`config.mk`:
```
export PLATFORM = sky130hd
export DESIGN_NAME = frame_serializer
export DESIGN_NICKNAME = d
export VERILOG_FILES = /design/src/rtl/frame_serializer_pkg.sv /design/src/rtl/frame_serializer_slot.sv /design/src/rtl/frame_serializer.sv
export SDC_FILE = /design/constraint.sdc
export NUM_CORES = 1
export LEC_CHECK = 0
export ABC_CLOCK_PERIOD_IN_PS = 9900
export CORE_ASPECT_RATIO = 1.75
export CORE_MARGIN = 10
export CORE_UTILIZATION = 25
export DETAILED_ROUTE_END_ITERATION = 7
export DONT_BUFFER_PORTS = 1
export PLACE_DENSITY = 0.5
export RECOVER_POWER = 25
export SYNTH_ARGS = -nofsm -noshare
export SYNTH_HDL_FRONTEND = slang
export SYNTH_SLANG_ARGS = --single-unit
```
`constraint.sdc`:
```
create_clock -name i_clk -period 9.9 [get_ports i_clk]
set_input_delay 0.495 -clock i_clk [delete_from_list [all_inputs] [get_ports i_clk]]
set_output_delay 0.495 -clock i_clk [all_outputs]
set_load 0.01 [all_outputs]
```
`src/rtl/frame_serializer_pkg.sv`:
```
// Shared types and helpers for the parametrised frame serializer.
package frame_serializer_pkg;

  typedef enum logic [0:0] {
    IDLE = 1'b0,
    SEND = 1'b1
  } state_e;

  // A zero length or one beyond the frame size selects a full frame.
  function automatic int unsigned clamp_len(input int unsigned raw_len, input int unsigned lanes);
    int unsigned res;
    if ((raw_len == 32'd0) || (raw_len > lanes)) begin
      res = lanes;
    end else begin
      res = raw_len;
    end
    return res;
  endfunction

endpackage

```
`src/rtl/frame_serializer_slot.sv`:
```
// One frame buffer: word array, clamped length and order bit, with
// order-aware word selection by serial index.
module frame_serializer_slot
  import frame_serializer_pkg::*;
#(
  parameter int DATA_W = 8,
  parameter int LANES  = 16,
  parameter int LEN_W  = $clog2(LANES) + 1
) (
  input  logic              i_clk,
  input  logic              i_rst,
  input  logic              i_we,
  input  logic [DATA_W-1:0] i_data [LANES],
  input  logic [LEN_W-1:0]  i_len,
  input  logic              i_rev,
  input  logic [LEN_W-1:0]  i_idx,
  output logic [DATA_W-1:0] o_word,
  output logic [LEN_W-1:0]  o_len
);

  localparam int IDX_W = $clog2(LANES);

  logic [DATA_W-1:0] words_q [LANES];
  logic [LEN_W-1:0]  len_q;
  logic              rev_q;
  logic [IDX_W-1:0]  lane_s;

  // Frame storage, written only when the slot is free and a frame is accepted.
  always_ff @(posedge i_clk or posedge i_rst) begin
    if (i_rst) begin
      for (int i = 0; i < LANES; i++) begin
        words_q[i] <= {DATA_W{1'b0}};
      end
      len_q <= {LEN_W{1'b0}};
      rev_q <= 1'b0;
    end else if (i_we) begin
      words_q <= i_data;
      len_q   <= i_len;
      rev_q   <= i_rev;
    end else begin
      words_q <= words_q;
      len_q   <= len_q;
      rev_q   <= rev_q;
    end
  end

  // Map serial index to physical lane; idx < len keeps the result in range.
  always_comb begin
    lane_s = IDX_W'(rev_q ? (len_q - LEN_W'(1) - i_idx) : i_idx);
  end

  assign o_word = words_q[lane_s];
  assign o_len  = len_q;

endmodule

```
`src/rtl/frame_serializer.sv`:
```
// Ping-pong buffered parallel-to-serial converter with valid/ready output,
// per-frame length and order control.
module frame_serializer
  import frame_serializer_pkg::*;
#(
  parameter int DATA_W = 8,
  parameter int LANES  = 16,
  parameter int LEN_W  = $clog2(LANES) + 1
) (
  input  logic              i_clk,
  input  logic              i_rst,
  input  logic [DATA_W-1:0] i_data [LANES],
  input  logic [LEN_W-1:0]  i_len,
  input  logic              i_rev,
  input  logic              i_valid,
  output logic              o_ready,
  output logic [DATA_W-1:0] o_data,
  output logic              o_valid,
  input  logic              i_ready,
  output logic              o_last,
  output logic              o_busy,
  output logic [1:0]        o_frames,
  output logic [15:0]       o_frame_cnt
);

  state_e            state_q, state_d;
  logic [1:0]        cnt_q, cnt_d;
  logic              wp_q, wp_d;
  logic              rp_q, rp_d;
  logic [LEN_W-1:0]  idx_q, idx_d;
  logic [15:0]       frame_cnt_q, frame_cnt_d;

  logic [LEN_W-1:0]  len_clamped_s, len0_s, len1_s, cur_len_s;
  logic [DATA_W-1:0] word0_s, word1_s, cur_word_s;
  logic              accept_s, xfer_s, at_last_s, last_xfer_s, sending_s;

  assign len_clamped_s = LEN_W'(clamp_len(32'(i_len), LANES));

  frame_serializer_slot #(.DATA_W(DATA_W), .LANES(LANES), .LEN_W(LEN_W)) u_slot0 (
    .i_clk  (i_clk),
    .i_rst  (i_rst),
    .i_we   (accept_s && !wp_q),
    .i_data (i_data),
    .i_len  (len_clamped_s),
    .i_rev  (i_rev),
    .i_idx  (idx_q),
    .o_word (word0_s),
    .o_len  (len0_s)
  );

  frame_serializer_slot #(.DATA_W(DATA_W), .LANES(LANES), .LEN_W(LEN_W)) u_slot1 (
    .i_clk  (i_clk),
    .i_rst  (i_rst),
    .i_we   (accept_s && wp_q),
    .i_data (i_data),
    .i_len  (len_clamped_s),
    .i_rev  (i_rev),
    .i_idx  (idx_q),
    .o_word (word1_s),
    .o_len  (len1_s)
  );

  // Handshake decode; everything here depends on registers plus the two input strobes.
  always_comb begin
    sending_s   = (state_q == SEND);
    accept_s    = i_valid && (cnt_q != 2'd2);
    cur_len_s   = rp_q ? len1_s : len0_s;
    cur_word_s  = rp_q ? word1_s : word0_s;
    at_last_s   = (idx_q == (cur_len_s - LEN_W'(1)));
    xfer_s      = sending_s && i_ready;
    last_xfer_s = xfer_s && at_last_s;
  end

  // Next-state for pointers, occupancy, index, counter and FSM.
  always_comb begin
    wp_d        = accept_s ? !wp_q : wp_q;
    rp_d        = last_xfer_s ? !rp_q : rp_q;
    frame_cnt_d = last_xfer_s ? (frame_cnt_q + 16'd1) : frame_cnt_q;

    case ({accept_s, last_xfer_s})
      2'b10:   cnt_d = cnt_q + 2'd1;
      2'b01:   cnt_d = cnt_q - 2'd1;
      default: cnt_d = cnt_q;
    endcase

    if (last_xfer_s) begin
      idx_d = {LEN_W{1'b0}};
    end else if (xfer_s) begin
      idx_d = idx_q + LEN_W'(1);
    end else begin
      idx_d = idx_q;
    end

    // Stay in SEND across a frame boundary whenever the other slot holds a frame.
    case (state_q)
      IDLE:    state_d = (cnt_q != 2'd0) ? SEND : IDLE;
      SEND:    state_d = (last_xfer_s && (cnt_q != 2'd2) && !accept_s) ? IDLE : SEND;
      default: state_d = IDLE;
    endcase
  end

  // Control state registers.
  always_ff @(posedge i_clk or posedge i_rst) begin
    if (i_rst) begin
      state_q     <= IDLE;
      cnt_q       <= 2'd0;
      wp_q        <= 1'b0;
      rp_q        <= 1'b0;
      idx_q       <= {LEN_W{1'b0}};
      frame_cnt_q <= 16'd0;
    end else begin
      state_q     <= state_d;
      cnt_q       <= cnt_d;
      wp_q        <= wp_d;
      rp_q        <= rp_d;
      idx_q       <= idx_d;
      frame_cnt_q <= frame_cnt_d;
    end
  end

  assign o_ready     = (cnt_q != 2'd2);
  assign o_valid     = sending_s;
  assign o_busy      = sending_s;
  assign o_last      = sending_s && at_last_s;
  assign o_data      = sending_s ? cur_word_s : {DATA_W{1'b0}};
  assign o_frames    = cnt_q;
  assign o_frame_cnt = frame_cnt_q;

endmodule

```
==> summary.md, run 1 <==
| Metric | Value |
|---|---|
| Status | `complete, but fails checks` |
| Failing checks | `capacitance limit, slew limit` |
| Synthesis-to-layout area growth | `16.61%` |
| Syn_area_per_cell | `11.49 sq um` |
| Via density per instance | `4.731` |
| Drt pass-1 iters | `5` |
| Final setup viols | `0` |
| FF+latch area | `0.007357 sq mm` |
| Max rail drop VDD | `0.2273 mV` |
| Max Slew Vio Count | `129` |
| Peak Freq | `198.2 MHz` |
| Remaining Overflow, GRT | `0` |
| Vias in the first global route | `9,743` |
| R2r setup slk | `6.13 ns` |
| TritonCTS Buffers | `31` |
| Actual slew at the worst max-slew pin | `6.031 ns` |
| H-tree depth | `1` |
| Warnings, synthesis | `0` |
| Post-synth EDFFs | `0` |
| Via count | `9,292` |
| GPL Wtd Cong | `0.8026` |
| Post-Route WL | `46,390 um` |
| Synthesized area | `0.01386 sq mm` |
| IO Port Bufs | `0` |
| Multi-input gate area | `0.006193 sq mm` |
| Chip Width | `198.0 um` |
| DRC violations left | `0` |
| Global-route wire length before repair | `67,700 um` |
| Crit start category | `register` |
| Endpoint type of the worst setup path | `output port` |
| Power consumption | `6.602 mW` |
| CTS tree | `yes` |
| Gr usage total | `13.96%` |
| Final HPWL DP | `32,670 um` |
| Commonest non-fill, non-tap cells in the layout | `410 x nand2_1, 294 x dfrtp_1, 139 x mux2_2` |
| Synthesized flop and latch total | `294` |
| Total of max-cap violations | `1` |
| Clock root buffer | `clkbuf_16` |
| Max-slew headroom | `-302.0%` |
| Worst skew pair latency | `0.60 ns` |
| Clk buf depth | `3` |
| Starting Density | `25.18%` |
| Core Area | `0.05506 sq mm` |
| Fillers | `5,669` |
| Synth async-reset ratio | `100.0%` |
| Setup CP Type | `reg -> out` |
| Syn Nets | `1,358` |
| RSZ-0062 raised after global routing | `no` |
| CP arrival | `4.55 ns` |
| Pleak | `7.372 nW` |
| Largest net degree at the start of global routing | `168` |
| Final #Nets | `1,390` |
| Layout cells sized above 1 | `20.51%` |
| PwrDens | `408.4 mW/mm^2` |
| Final worst path period share | `50.96%` |
| Most common cell after layout, fill and taps aside | `nand2_1` |
| ANT nets after route | `0` |
| Final hold vios | `0` |
| Tightest Hold Check Type | `in -> reg` |
| Starting DRT DRC Count | `466` |
| Final Util | `29.36%` |
| Placed cell area | `0.01456 sq mm` |
| Setup bufs post-CTS | `0` |
| Initial antenna violation count | `8` |
| # IOs | `168` |
| CTS resizes | `0` |
| Top_reg_cell synth | `dfrtp_1` |
| Die area | `0.06564 sq mm` |
| Hold-fix buffers, CTS | `62` |
| Minimum clock period | `5.045 ns` |
| CTS clk-pin slew, worst paths | `0.07 ns` |
| Seq/Total Area, Yosys | `53.07%` |
| WL/cell | `23.62 um` |
| Finished Cell Area | `0.01617 sq mm` |
| Post-synthesis cell type count | `49` |
| Setup Skew | `0.05445 ns` |
| WP data required | `9.41 ns` |
| CP Max Fanout | `25` |
| Die height | `331.5 um` |
| Row count | `114` |
| CTS sink cnt | `294` |
| Post-synthesis cell count | `1,207` |
| Post-route setup TNS | `0 ns` |
## final timing paths
check                                           startpoint                               to  cells past startpoint
setup / recovery                      idx_q[0]$_DFFE_PP0P_                        o_data[6]                     10
hold / removal                                     i_valid                 o_busy$_DFF_PP0_                      2
setup reg to reg                          rp_q$_DFFE_PP0N_          o_frames[1]$_DFFE_PP0P_                     11
hold reg to reg            u_slot0.words_q[28]$_DFFE_PP0P_  u_slot0.words_q[28]$_DFFE_PP0P_                      2
max in group asynchronous                            i_rst   u_slot0.words_q[0]$_DFFE_PP0P_                      1
min in group asynchronous                            i_rst  u_slot1.words_q[39]$_DFFE_PP0P_                      1
## worst max-delay path, stage by stage, from the launching register on
cell and delay, ns:
dfrtp_1 0.49, inv_1 0.16, ha_1 0.27, fa_1 0.44
xor2_1 0.20, mux2i_4 0.59, buf_4 0.50, mux4_2 0.54
nor2b_1 0.14, a2111oi_0 0.40, nor3_1 0.22
## cell usage after synthesis (5+ instances only)
cell type	count	area (sq um)
a21oi_1	5	25.02
a221oi_1	7	61.31
a22o_1	8	70.07
a22oi_1	7	52.55
buf_2	10	50.05
buf_4	6	45.04
clkbuf_1	49	183.9
dfrtp_1	294	7357
ha_1	11	137.6
inv_1	9	33.78
mux2_2	139	1565
mux2i_1	57	570.6
mux4_2	50	1126
nand2_1	410	1539
nand2b_1	7	43.79
nand3_1	10	50.05
nand4_1	7	43.79
nor2_1	12	45.04
nor3_1	14	70.07
o211a_1	7	70.07
o21ai_0	12	60.06
o31a_1	7	61.31
xnor2_1	11	96.34
xor2_1	22	192.7
## power by group
group / switching, mW / total (mW) / internal (mW)
Sequential: 0.395 / 2.17 / 1.77
Clock: 0.504 / 1.14 / 0.638
Combinational: 1.80 / 3.29 / 1.49
Total: 2.70 / 6.60 / 3.90
## sequential cells by signal, summed over array words and instances, names as in the netlist
register         cells
u_slot0.words_q    128
rp_q                 1
u_slot0.o_len        5
o_frames             2
u_slot0.rev_q        1
u_slot1.words_q    128
u_slot1.rev_q        1
wp_q                 1
o_busy               1
o_frame_cnt         16
idx_q                5
u_slot1.o_len        5
## area by class of cell
class                   instances  share of cell area [%]
flip-flops and latches        294                   45.51
multi-input cells             829                   38.31
clock buffers                  44                   5.410
well taps                     696                   5.387
repair buffers                 73                   4.427
clock inverters                 8                  0.5573
inverters                      10                  0.2399
diodes                         10                  0.1548
## metrics by stage
stage | setup WS [ns] | cells | hold WS (ns)
4_1_cts | 4.769 | 1954 | 0.009917
2_1_floorplan | 1.286 | 1207 | 0.4403
6_report | 4.855 | 1964 | 0.03199
3_3_place_gp | 5.446 | 1840 | 0.4514
3_5_place_dp | 5.423 | 1840 | 0.4581
5_1_grt | 4.543 | 1958 | 0.01020
## layer usage
metal  GRT usage (%)  vias up  part of all wire, %
met4           6.320       10                  4.4
met3           4.837       77                  8.4
met5               0        -                 0.17
met2           24.47      246                   52
met1           14.65     4762                   35
li1                -     4197                    -
## logic make-up (layout without fill, tap and decap cells)
group,count (synthesis),count (layout),share of synthesized area (%)
simple gates,479,479,13.93
flops,294,294,53.07
mux,246,246,23.53
buf+inv,84,135,2.870
compound gates,58,58,3.240
xor+xnor,33,33,2.085
fa+ha+maj,13,13,1.282
other cells,0,10,0
(Power assumes the default switching activity.)
==> run 2, diff against run 1 <==
- ABC_CLOCK_PERIOD_IN_PS: 9900 -> 4100
- PLACE_DENSITY: 0.5 -> 0.52
- clock period: 9.9 -> 4.1 ns (I/O delays scaled with it)
==> run 2 against run 1 <==
Against the previous run: the flow still finishes with violations (capacitance limit, slew limit); critical path type unchanged; die area stayed put; combinational power grew to 2.6 times the previous value; critical endpoint is now o_data[3]; sequential share of layout area is 2.6 points lower; utilization is 1.8 points higher; wire length is 4.0% lower; critical path depth is 1 lower; highest routed layer unchanged; count of clock-buffer cells in the layout is 10 lower; via count is 2.6% higher; largest power group unchanged.
==> summary.md, run 2 (synthesized netlist as in run 1, its figures left out) <==
| Metric | Value |
|---|---|
| Status | `complete, but fails checks` |
| Failing checks | `capacitance limit, slew limit` |
| FF+latch area | `0.007358 sq mm` |
| ANT nets after route | `0` |
| Endpoint type of the worst setup path | `output port` |
| Synthesis-to-layout area growth | `23.68%` |
| Setup CP Type | `reg -> out` |
| Final setup viols | `0` |
| Fillers | `5,570` |
| Multi-input gate area | `0.006231 sq mm` |
| Max rail drop VDD | `0.6262 mV` |
| Setup slack after placement | `0.5626 ns` |
| Pleak | `7.803 nW` |
| Setup bufs post-CTS | `0` |
| Max-slew headroom | `-22.52%` |
| Actual slew at the worst max-slew pin | `1.838 ns` |
| IO Port Bufs | `0` |
| CP Max Fanout | `22` |
| Layout cells sized above 1 | `20.86%` |
| Global-route wire length before repair | `66,820 um` |
| Via density per instance | `4.663` |
| PwrDens | `960.8 mW/mm^2` |
| Final cell count without fillers | `2,045` |
| Critical-path top delay cell | `mux4_2` |
| RSZ-0062 raised after global routing | `no` |
| Inst Count DP | `1,849` |
| Final worst path period share | `94.96%` |
| WL/cell | `21.79 um` |
| CP cell instances | `inv_1 > ha_1 > fa_1 > mux2i_4 > buf_12 > mux4_2 > mux2_2 > o31a_1 > o211a_1` |
| Final worst slack | `0.2066 ns` |
| Gr usage total | `13.45%` |
| Post-Route WL | `44,550 um` |
| CP arrival | `3.69 ns` |
| Peak Freq | `256.8 MHz` |
| Worst path bufs/invs | `2` |
| Max Slew Vio Count | `99` |
| Final HPWL DP | `32,080 um` |
| Clk buf depth | `3` |
| Minimum clock period | `3.893 ns` |
| Remaining Overflow, GRT | `0` |
| Row count | `114` |
| Tightest Hold Check Type | `in -> reg` |
| Largest net degree at the start of global routing | `149` |
| WP data required | `3.89 ns` |
| Vias in the first global route | `10,100` |
| GPL Wtd Cong | `0.7921` |
| Final #Nets | `1,471` |
| Setup Skew | `0.01027 ns` |
| DRC violations left | `0` |
| # IOs | `168` |
| Starting Density | `25.18%` |
| Delay-heaviest family, CP | `multiplexers` |
| TritonCTS Buffers | `28` |
| Die area | `0.06564 sq mm` |
| Clock root buffer | `clkbuf_16` |
| Via count | `9,535` |
| Most common cell after layout, fill and taps aside | `nand2_1` |
| Final hold vios | `0` |
| Drt pass-1 iters | `5` |
| Chip Width | `198.0 um` |
| Worst skew pair latency | `0.56 ns` |
| Crit start category | `register` |
| Crit-path max cell delay | `0.56 ns` |
| Core Area | `0.05506 sq mm` |
| H-tree depth | `1` |
| Starting DRT DRC Count | `641` |
| CTS clk-pin slew, worst paths | `0.07 ns` |
| Total of max-cap violations | `2` |
| CTS tree | `yes` |
| Die height | `331.5 um` |
| Initial antenna violation count | `13` |
| CTS sink cnt | `294` |
| Commonest non-fill, non-tap cells in the layout | `410 x nand2_1, 293 x dfrtp_1, 139 x mux2_2` |
==> run 2: what timing repair did <==
action | 4_1_cts | 5_1_grt
hold buffers | 136 | 0
resized for setup | 6 | 2
pin swaps | 0 | 0
endpoints found under the setup margin | 6 | 7
gates cloned | 0 | 1
hold endpoints to repair | 300 | 0
==> run 2: stage by stage <==
stage               power (mW)  util (%)  setup TNS [ns]  instance area, sq um  hold slack [ns]
floorplan                10.68         -          -2.391                 13870           0.3104
global placement         13.37     26.77               0                 14740           0.1990
detailed placement       13.48     26.77               0                 14740           0.2114
CTS                      16.59     31.10               0                 17120          0.01578
global route             17.51     31.14               0                 17150          0.03490
finish                   16.47     31.14               0                 17150          0.03618
==> run 2: final timing paths <==
| check | to | slack (ns) | start | cells after the start |
|---|---|---|---|---|
| min in group asynchronous | u_slot0.words_q[95]$_DFFE_PP0P_ | 0.39 | i_rst | 2 |
| min | u_slot1.o_len[4]$_DFFE_PP0P_ | 0.04 | i_len[3] | 3 |
| max | o_data[3] | 0.21 | idx_q[0]$_DFFE_PP0P_ | 9 |
| min reg2reg | u_slot0.words_q[81]$_DFFE_PP0P_ | 0.47 | u_slot0.words_q[81]$_DFFE_PP0P_ | 2 |
| max reg2reg | o_frames[1]$_DFFE_PP0P_ | 0.76 | rp_q$_DFFE_PP0N_ | 12 |
| max in group asynchronous | u_slot1.words_q[32]$_DFFE_PP0P_ | 1.35 | i_rst | 3 |
==> run 2: power breakdown <==
group	leakage (nW)	switching [mW]	internal, mW	total [mW]
Clock	0.492	1.19	1.62	2.81
Sequential	3.58	0.943	4.27	5.22
Combinational	3.73	4.48	3.97	8.45
Total	7.80	6.61	9.87	16.5
==> run 2: layout make-up <==
class | count | area share (%)
Sequential cell | 294 | 42.91
Multi-Input combinational cell | 829 | 36.34
Timing Repair Buffer | 157 | 9.559
Tap cell | 696 | 5.079
Clock buffer | 34 | 4.575
Clock inverter | 18 | 1.204
Inverter | 10 | 0.2262
Antenna cell | 7 | 0.1022
==> run 2: routing by layer <==
metal  share of wire (%)  vias up  global-route usage (%)
li1                    -     4357                       -
met1                  38     4881                   14.72
met2                  54      220                   24.54
met3                 5.9       65                   3.276
met4                 2.8       12                   4.596
met5                0.19        -                       0
==> run 2: worst reg2reg max path, stage by stage (launching register included) <==
cell and delay [ns]:
dfrtp_1 0.61, mux2i_1 0.39, ha_1 0.24, xor2_1 0.18, xnor2_1 0.09, nor3_1 0.24, nand3_1 0.11, buf_4 0.20
inv_1 0.21, and2_1 0.39, ha_1 0.33, nor2_1 0.13, xor2_1 0.15
